<file path="src/rtl/mips_mc_controller.sv">
// Multicycle MIPS control unit: Moore state machine sequencing the datapath,
// plus the combinational ALU decoder and the branch-qualified PC enable.
module mips_mc_controller #(
  parameter bit ILLEGAL_TRAP = 1'b1
) (
  input  logic       clk,
  input  logic       reset,
  input  logic [5:0] op,
  input  logic [5:0] funct,
  input  logic       zero,
  output logic       pcen,
  output logic       memwrite,
  output logic       irwrite,
  output logic       regwrite,
  output logic       iord,
  output logic       memtoreg,
  output logic       regdst,
  output logic       alusrca,
  output logic [1:0] alusrcb,
  output logic       zeroimm,
  output logic [1:0] pcsrc,
  output logic [2:0] alucontrol,
  output logic       halted,
  output logic [3:0] state_dbg
);

  typedef enum logic [3:0] {
    FETCH   = 4'd0,
    DECODE  = 4'd1,
    MEMADR  = 4'd2,
    MEMRD   = 4'd3,
    MEMWB   = 4'd4,
    MEMWR   = 4'd5,
    EXECUTE = 4'd6,
    ALUWB   = 4'd7,
    BRANCH  = 4'd8,
    ADDIEX  = 4'd9,
    IMMWB   = 4'd10,
    JUMP    = 4'd11,
    ORIEX   = 4'd12,
    HALT    = 4'd15
  } state_t;

  localparam logic [5:0] OP_RTYPE = 6'b000000;
  localparam logic [5:0] OP_LW    = 6'b100011;
  localparam logic [5:0] OP_SW    = 6'b101011;
  localparam logic [5:0] OP_BEQ   = 6'b000100;
  localparam logic [5:0] OP_BNE   = 6'b000101;
  localparam logic [5:0] OP_ADDI  = 6'b001000;
  localparam logic [5:0] OP_ORI   = 6'b001101;
  localparam logic [5:0] OP_J     = 6'b000010;

  localparam logic [1:0] ALUOP_ADD   = 2'b00;
  localparam logic [1:0] ALUOP_SUB   = 2'b01;
  localparam logic [1:0] ALUOP_FUNCT = 2'b10;
  localparam logic [1:0] ALUOP_OR    = 2'b11;

  state_t     state;
  state_t     state_next;
  logic       pcwrite;
  logic       branch;
  logic [1:0] aluop;
  logic       is_bne;

  always_ff @(posedge clk) begin
    if (reset) state <= FETCH;
    else       state <= state_next;
  end

  always_comb begin
    state_next = FETCH;
    case (state)
      FETCH:  state_next = DECODE;
      DECODE: begin
        case (op)
          OP_LW, OP_SW:    state_next = MEMADR;
          OP_RTYPE:        state_next = EXECUTE;
          OP_BEQ, OP_BNE:  state_next = BRANCH;
          OP_ADDI:         state_next = ADDIEX;
          OP_ORI:          state_next = ORIEX;
          OP_J:            state_next = JUMP;
          default:         state_next = ILLEGAL_TRAP ? HALT : FETCH;
        endcase
      end
      // MEMADR is shared by lw and sw; only lw goes on to read
      MEMADR:  state_next = (op == OP_LW) ? MEMRD : MEMWR;
      MEMRD:   state_next = MEMWB;
      EXECUTE: state_next = ALUWB;
      ADDIEX:  state_next = IMMWB;
      ORIEX:   state_next = IMMWB;
      HALT:    state_next = HALT;
      default: state_next = FETCH;
    endcase
  end

  always_comb begin
    pcwrite  = 1'b0;
    branch   = 1'b0;
    memwrite = 1'b0;
    irwrite  = 1'b0;
    regwrite = 1'b0;
    iord     = 1'b0;
    memtoreg = 1'b0;
    regdst   = 1'b0;
    alusrca  = 1'b0;
    alusrcb  = 2'b00;
    zeroimm  = 1'b0;
    pcsrc    = 2'b00;
    aluop    = ALUOP_ADD;
    case (state)
      FETCH: begin
        alusrcb = 2'b01;
        irwrite = 1'b1;
        pcwrite = 1'b1;
      end
      DECODE: alusrcb = 2'b11;
      MEMADR, ADDIEX: begin
        alusrca = 1'b1;
        alusrcb = 2'b10;
      end
      ORIEX: begin
        alusrca = 1'b1;
        alusrcb = 2'b10;
        zeroimm = 1'b1;
        aluop   = ALUOP_OR;
      end
      MEMRD: iord = 1'b1;
      MEMWR: begin
        iord     = 1'b1;
        memwrite = 1'b1;
      end
      MEMWB: begin
        memtoreg = 1'b1;
        regwrite = 1'b1;
      end
      EXECUTE: begin
        alusrca = 1'b1;
        aluop   = ALUOP_FUNCT;
      end
      ALUWB: begin
        regdst   = 1'b1;
        regwrite = 1'b1;
      end
      IMMWB: regwrite = 1'b1;
      BRANCH: begin
        alusrca = 1'b1;
        aluop   = ALUOP_SUB;
        pcsrc   = 2'b01;
        branch  = 1'b1;
      end
      JUMP: begin
        pcsrc   = 2'b10;
        pcwrite = 1'b1;
      end
      default: ;
    endcase

    // Architectural write strobes are suppressed for the whole reset cycle
    if (reset) begin
      pcwrite  = 1'b0;
      branch   = 1'b0;
      memwrite = 1'b0;
      irwrite  = 1'b0;
      regwrite = 1'b0;
    end
  end

  always_comb begin
    alucontrol = 3'b010;
    case (aluop)
      ALUOP_ADD: alucontrol = 3'b010;
      ALUOP_SUB: alucontrol = 3'b110;
      ALUOP_OR:  alucontrol = 3'b001;
      default: begin
        case (funct)
          6'b100000: alucontrol = 3'b010;
          6'b100010: alucontrol = 3'b110;
          6'b100100: alucontrol = 3'b000;
          6'b100101: alucontrol = 3'b001;
          6'b101010: alucontrol = 3'b111;
          default:   alucontrol = 3'b010;
        endcase
      end
    endcase
  end

  // bne inverts the sense of zero; the branch resolves in the BRANCH cycle itself
  assign is_bne    = (op == OP_BNE);
  assign pcen      = pcwrite | (branch & (zero ^ is_bne));
  assign halted    = (state == HALT);
  assign state_dbg = state;

endmodule

</file>
<file path="config.mk">
export PLATFORM = sky130hd
export DESIGN_NAME = mips_mc_controller
export DESIGN_NICKNAME = d
export VERILOG_FILES = /design/src/rtl/mips_mc_controller.sv
export SDC_FILE = /design/constraint.sdc
export NUM_CORES = 1
export LEC_CHECK = 0
export ABC_AREA = 0
export CELL_PAD_IN_SITES_DETAIL_PLACEMENT = 1
export CELL_PAD_IN_SITES_GLOBAL_PLACEMENT = 2
export CORE_MARGIN = 3
export CORE_UTILIZATION = 19
export CTS_BUF_LIST = sky130_fd_sc_hd__clkbuf_4 sky130_fd_sc_hd__clkbuf_8
export DETAILED_ROUTE_END_ITERATION = 8
export GPL_TIMING_DRIVEN = 0
export PLACE_DENSITY_LB_ADDON = 0.1
export RECOVER_POWER = 25
export SKIP_CTS_REPAIR_TIMING = 1
export SLEW_MARGIN = 30
export SYNTH_ARGS = -nofsm -noshare
export SYNTH_HDL_FRONTEND = slang
export SYNTH_SLANG_ARGS = --single-unit
export TNS_END_PERCENT = 50
</file>
<file path="constraint.sdc">
create_clock -name clk -period 2.9 [get_ports clk]
set_input_delay 0.58 -clock clk [delete_from_list [all_inputs] [get_ports clk]]
set_output_delay 0.58 -clock clk [all_outputs]
set_load 0.02 [all_outputs]
</file>
==> results of run 1 <==
per-layer routing:
metal | routed length, µm | GRT usage [%] | vias up | part of all wire, %
met5 | 0 | 0 | - | 0
met4 | 7 | 4.75 | 0 | 0.26
met3 | 122 | 1.73 | 2 | 4.6
met2 | 1230 | 20.9 | 21 | 46
met1 | 1290 | 17.8 | 430 | 49
li1 | - | - | 456 | -
layout make-up:
| type | instances | area [µm²] | area share (%) |
|---|---|---|---|
| well taps | 44 | 55.1 | 5.12 |
| repair buffers | 34 | 335 | 31.2 |
| flip-flops and latches | 4 | 80.1 | 7.45 |
| multi-input cells | 88 | 543 | 50.5 |
| plain buffers | 6 | 27.5 | 2.56 |
| clock buffers | 3 | 22.5 | 2.10 |
| inverters | 3 | 11.3 | 1.05 |
critical path: cells and delay by family:
family | cells | cell delay, ns
and+or+nand+nor | 2 | 0.86
AOI/OAI and AO/OA | 2 | 0.42
buffers and inverters | 2 | 0.33
metrics by stage:
stage	util, %	instance area [µm²]	setup slack, ns	std cells
floorplan	-	661	0.293	102
global route	33.8	1070	0.0253	182
global placement	33.2	1060	-0.736	180
finish	33.8	1070	0.131	182
CTS	33.9	1080	-0.753	183
detailed placement	33.2	1060	-0.743	180
kinds of logic after synthesis:
family / share of synthesized area (%)
compound gates: 33.9
xor+xnor: 3.98
buf+inv: 5.68
flops: 12.1
mux: 1.52
simple gates: 42.8
how the worst min path moves through the flow:
| stage | start | endpoint | slack [ns] | depth (start not counted) |
|---|---|---|---|---|
| 2_1_floorplan | reset | state_dbg[0]$_SDFF_PP0_ | 0.65 | 1 |
| 3_3_place_gp | state_dbg[0]$_SDFF_PP0_ | state_dbg[1]$_SDFF_PP0_ | 0.72 | 2 |
| 3_5_place_dp | state_dbg[0]$_SDFF_PP0_ | state_dbg[1]$_SDFF_PP0_ | 0.73 | 2 |
| 4_1_cts | state_dbg[0]$_SDFF_PP0_ | state_dbg[1]$_SDFF_PP0_ | 0.74 | 2 |
| 5_1_grt | state_dbg[0]$_SDFF_PP0_ | state_dbg[1]$_SDFF_PP0_ | 0.78 | 2 |
| 6_report | state_dbg[0]$_SDFF_PP0_ | state_dbg[1]$_SDFF_PP0_ | 0.74 | 2 |
synth_stat cells, drive strengths merged (2+ instances only):
cell / number / area, µm²
a211oi: 2 / 20.0
a21o: 2 / 15.0
a21oi: 9 / 45.0
a31o: 2 / 17.5
and3: 3 / 20.0
and4: 2 / 17.5
clkbuf: 7 / 26.3
dfxtp: 4 / 80.1
inv: 3 / 11.3
nand2: 6 / 22.5
nand2b: 4 / 25.0
nand3: 2 / 10.0
nor2: 17 / 63.8
nor2b: 4 / 25.0
nor3: 3 / 15.0
o21ai: 5 / 25.0
or2: 3 / 18.8
or4: 2 / 16.3
xnor2: 3 / 26.3
where the power goes:
group	switching, mW	internal (mW)	leakage, nW
sequential	0.0273	0.0743	0.0331
combinational	0.352	0.273	0.374
clock	0.0228	0.0463	0.0138
total	0.402	0.393	0.421
==> summary.txt, run 1 <==
Run status
  • Status: complete, no violations

Placement
  • Estimated wirelength of the detail-placed design: between 2000 and 2500 µm
  • Final Wtd Congestion: roughly 0.7
  • IO Port Bufs: 34

CTS
  • Max H-tree Level: 1
  • CTS Buf Count: 3
  • Worst-skew pair later-pin latency: between 0.2 and 0.25 ns
  • Reg clk slew, reported paths: 0.04 ns
  • CTS tree: built
  • CTS max path bufs: 2
  • Clock root cell: clkbuf_4
  • CTS sink cnt: 4

Setup path
  • Reg2reg start: state_dbg[1]$_SDFF_PP0_
  • CP max stage delay: 0.47 ns
  • Critical Path End Type: primary output
  • R2R Path End: state_dbg[1]$_SDFF_PP0_
  • Max Fanout on Critical Path: 5
  • Worst Setup EP: pcen
  • R2R setup slack: 1.31 ns
  • Crit path cell chain: dlymetal6s2s_1, or3_4, or4_1, a31o_1, a211oi_2, buf_4
  • Worst Setup SP: op[3]
  • Crit path kind: input port to primary output
  • Slowest CP cell: or4_1
  • Arrival @ worst endpoint: around 2.2 ns
  • Critical Path RT: approximately 2.3 ns
  • Startpoint Class: input port
  • Reg2Reg Depth: 5

Die
  • Die Area: between 4000 and 5000 µm²
  • Initial Util: 20.8%
  • Die X-Extent: around 65 µm
  • Row Count: 20
  • Core Box Area: 3180 µm²
  • Die H: around 65 µm
  • Io pins: 36

Layout
  • Most frequent cells in the layout: clkdlybuf4s50_1 (25), nor2_1 (17), a21oi_1 (9), nand2_1 (6), o21ai_0 (5)
  • Max FFs per register: 4
  • Layout fillers: 413
  • Antenna cells: 0
  • Layout area overhead: 62.7%
  • Layout cell share with drive strength beyond 1: 11.6%
  • Commonest non-fill, non-tap cell in the layout: clkdlybuf4s50_1
  • Nets: around 160

Yosys
  • Synth Register Bits: 4
  • Avg Inst Size Synth: 6.48 µm²
  • Mapped cell area: 661 µm²
  • Synth Flop Type: dfxtp_1
  • Sequential-to-total area share from yosys stat: 12.1%
  • Asr flop ratio synth: 0%
  • Post-synth EDFFs: 0
  • Syn Nets: around 120
  • Synth warn: 0
  • Yosys cell types: 42
  • Cells after Synth: slightly above 100

Timing
  • Post-layout min period: ~2.8 ns
  • # setup viols final: 0
  • Hold Slack: around 0.74 ns
  • Period utilization: a little over nine tenths
  • Max-slew headroom: slightly below 70%
  • Setup total negative slack: 0 ns
  • Worst-Margin Slew: 0.468 ns
  • Setup Skew: 0.00456 ns
  • Final slew viol count: 0
  • Hold Violations, Final: 0
  • Max Clk Rate: 361 MHz
  • RSZ-0062 raised after global routing: no

Hold path
  • Hold WC Path Type: flip-flop to flip-flop

Route
  • Drt initial violations: 14
  • DRT Pass-1 Iters: 4
  • Via density: 4.99
  • DRT Wirelength: approximately 2600 µm
  • WL/cell: about 15 µm
  • Final ANT Viol Nets: 0
  • DRC errors left: 0
  • Via Count: roughly 900

Global route
  • Gr usage total: between 10% and 20%
  • Antenna violations before repair: 0
  • First-pass GRT wire length: 4460 µm
  • Total congestion overflow: 0
  • Pin count of the biggest net entering global routing: 11
  • Vias in the first global route: 956

Power and ir drop
  • Power Total: 795 µW
  • Pwr Density: 740 nW/µm²
  • VDD IR max: about 0.33 mV
  • Leak: 0.421 nW

Job
  • Max_cap viols: 0
(Power assumes the default switching activity.)
==> run 2: changes to the inputs <==
- PLACE_DENSITY: default -> 0.9
- PLACE_DENSITY_LB_ADDON: 0.1 -> default
==> run 2 against run 1 <==
Clock-buffer cell count did not move. First-iteration DRC count rose by 110%. Highest routed layer unchanged. Cell count is the same. Critical endpoint unchanged. Largest power group unchanged. Core utilization shrank 0.20 points. Clock power is 2% lower.
==> summary.txt, run 2 (synthesis results as in run 1) <==
Route
  • DRC errors left: 0 (unchanged)
  • WL/cell: 13.9 µm (-4.1%)
  • Via density: 4.93 (-1.2%)
  • DRT Pass-1 Iters: 4 (unchanged)
  • Final ANT Viol Nets: 0 (unchanged)
  • Drt initial violations: 30 (+16)
  • DRT Wirelength: 2540 µm (-4.1%)
  • Via Count: 898 (-1.2%)

Timing
  • Final slew viol count: 0 (unchanged)
  • Setup total negative slack: 0 ns (unchanged)
  • RSZ-0062 raised after global routing: no
  • Max Clk Rate: 357 MHz (-1.1%)
  • Post-layout min period: 2.80 ns (+0.0312 ns)
  • Max-slew headroom: 70.5% (+1.7 points)
  • Period utilization: 96.5% (+1.1 points)
  • Setup Skew: 0.00129 ns (-0.00327 ns)
  • Hold Violations, Final: 0 (unchanged)
  • # setup viols final: 0 (unchanged)
  • Worst-Margin Slew: 0.442 ns (-0.0257 ns)

Global route
  • Vias in the first global route: 920 (-3.8%)
  • Gr usage total: 12.3% (-0.82 points)
  • First-pass GRT wire length: 4200 µm (-5.9%)
  • Total congestion overflow: 0 (unchanged)
  • Pin count of the biggest net entering global routing: 11 (unchanged)
  • Antenna violations before repair: 0 (unchanged)

Layout
  • Most frequent cells in the layout: clkdlybuf4s50_1 (25), nor2_1 (17), a21oi_1 (9), nand2_1 (6)
  • Max FFs per register: 4 (unchanged)
  • Finished Cell Area: 1070 µm² (-0.58%)
  • Fin util: 33.6% (-0.20 points)
  • Nets: 155 (unchanged)
  • Layout cell share with drive strength beyond 1: 12.3% (+0.72 points)
  • Layout area overhead: 61.7%
  • Commonest non-fill, non-tap cell in the layout: clkdlybuf4s50_1
  • Antenna cells: 0 (unchanged)
  • Layout fillers: 409 (-0.97%)

Die
  • Core Box Area: 3180 µm² (unchanged)
  • Die H: 65.0 µm (unchanged)
  • Row Count: 20 (unchanged)
  • Io pins: 36 (unchanged)
  • Initial Util: 20.8% (unchanged)
  • Die X-Extent: 65.0 µm (unchanged)
  • Die Area: 4220 µm² (unchanged)

CTS
  • Reg clk slew, reported paths: 0.04 ns (about the same)
  • Max H-tree Level: 1 (unchanged)
  • CTS Buf Count: 3 (unchanged)
  • Worst-skew pair later-pin latency: 0.23 ns (about the same)
  • CTS tree: built
  • CTS max path bufs: 2 (unchanged)
  • Clock root cell: clkbuf_4
  • CTS sink cnt: 4 (unchanged)

Setup path
  • Startpoint Class: input port
  • Critical Path End Type: primary output
  • Critical path buffers and inverters: 2 (unchanged)
  • Max Fanout on Critical Path: 7 (+2)
  • Critical path's top delay family: simple AND/OR/NAND/NOR gates
  • Slowest CP cell: or4_1
  • Arrival @ worst endpoint: 2.22 ns (+0.03 ns)
  • Crit path cell chain: clkbuf_1, or3_4, or4_1, a31o_1, a211oi_2, buf_4
  • Worst Setup SP: op[1]
  • Crit path kind: input port to primary output
  • Critical Path RT: 2.32 ns (about the same)
  • CP max stage delay: 0.47 ns (about the same)
  • Reg2reg start: state_dbg[1]$_SDFF_PP0_

Hold path
  • Hold path startpoint: state_dbg[0]$_SDFF_PP0_
  • Hold WC Path Type: flip-flop to flip-flop

Power and ir drop
  • VDD IR max: 0.331 mV (+0.74%)
  • Power Total: 797 µW (+0.24%)
  • Pwr Density: 746 nW/µm² (+0.82%)
  • Leak: 0.410 nW (-2.7%)

Placement
  • Estimated wirelength of the detail-placed design: 2050 µm (+0.17%)
  • IO Port Bufs: 34 (unchanged)
  • Final Wtd Congestion: 0.787 (+12%)
  • Placed cell areas: 1060 µm² (unchanged)

Run status
  • Status: complete, no violations

Job
  • Max_cap viols: 0 (unchanged)
## run 2: cell count changes in the layout (fill, tap and decap cells not counted), sizes merged
cell / previous run / this run
clkbuf: 10 / 12
buf: 2 / 1
dlymetal6s2s: 4 / 3
## run 2: cell type report
cell class              instances  area (µm²)  share of cell area, %
plain buffers                   6        27.5                   2.58
clock buffers                   3        22.5                   2.11
inverters                       3        11.3                   1.05
multi-input cells              88         546                   51.1
flip-flops and latches          4        80.1                   7.49
well taps                      44        55.1                   5.15
repair buffers                 34         327                   30.6
## run 2: through the flow
stage / setup WS [ns] / hold slack, ns / instances
after floorplan: 0.293 / 0.649 / 102
after global placement: -0.719 / 0.716 / 180
after detailed placement: -0.723 / 0.727 / 180
after CTS: -0.734 / 0.735 / 183
after global routing: 0.0153 / 0.788 / 182
final: 0.100 / 0.727 / 182
## run 2: power breakdown
group	switching [mW]	leakage (nW)	internal (mW)
Combinational	0.354	0.363	0.272
Sequential	0.0287	0.0331	0.0743
Clock	0.0212	0.0138	0.0462
## run 2: routing by layer
metal / GRT usage [%] / up-vias / part of all wire, %
li1: - / 452 / -
met1: 15.3 / 423 / 47
met2: 20.9 / 21 / 47
met3: 3.12 / 2 / 5.3
met4: 3.17 / 0 / 0.32
met5: 0 / - / 0
## run 2: worst paths after layout
path	to	slack, ns	cells after the start
max	pcen	0.10	6
min reg2reg	state_dbg[1]$_SDFF_PP0_	0.73	2
min	state_dbg[1]$_SDFF_PP0_	0.73	2
max reg2reg	state_dbg[1]$_SDFF_PP0_	1.26	5
## run 2: worst register-to-register path, delay by kind of cell (launching register included)
family                 cells  cell delay (ns)
AOI/OAI and AO/OA          3             0.67
buffers and inverters      1             0.22
and+or+nand+nor            1             0.30
DFF                        1             0.33
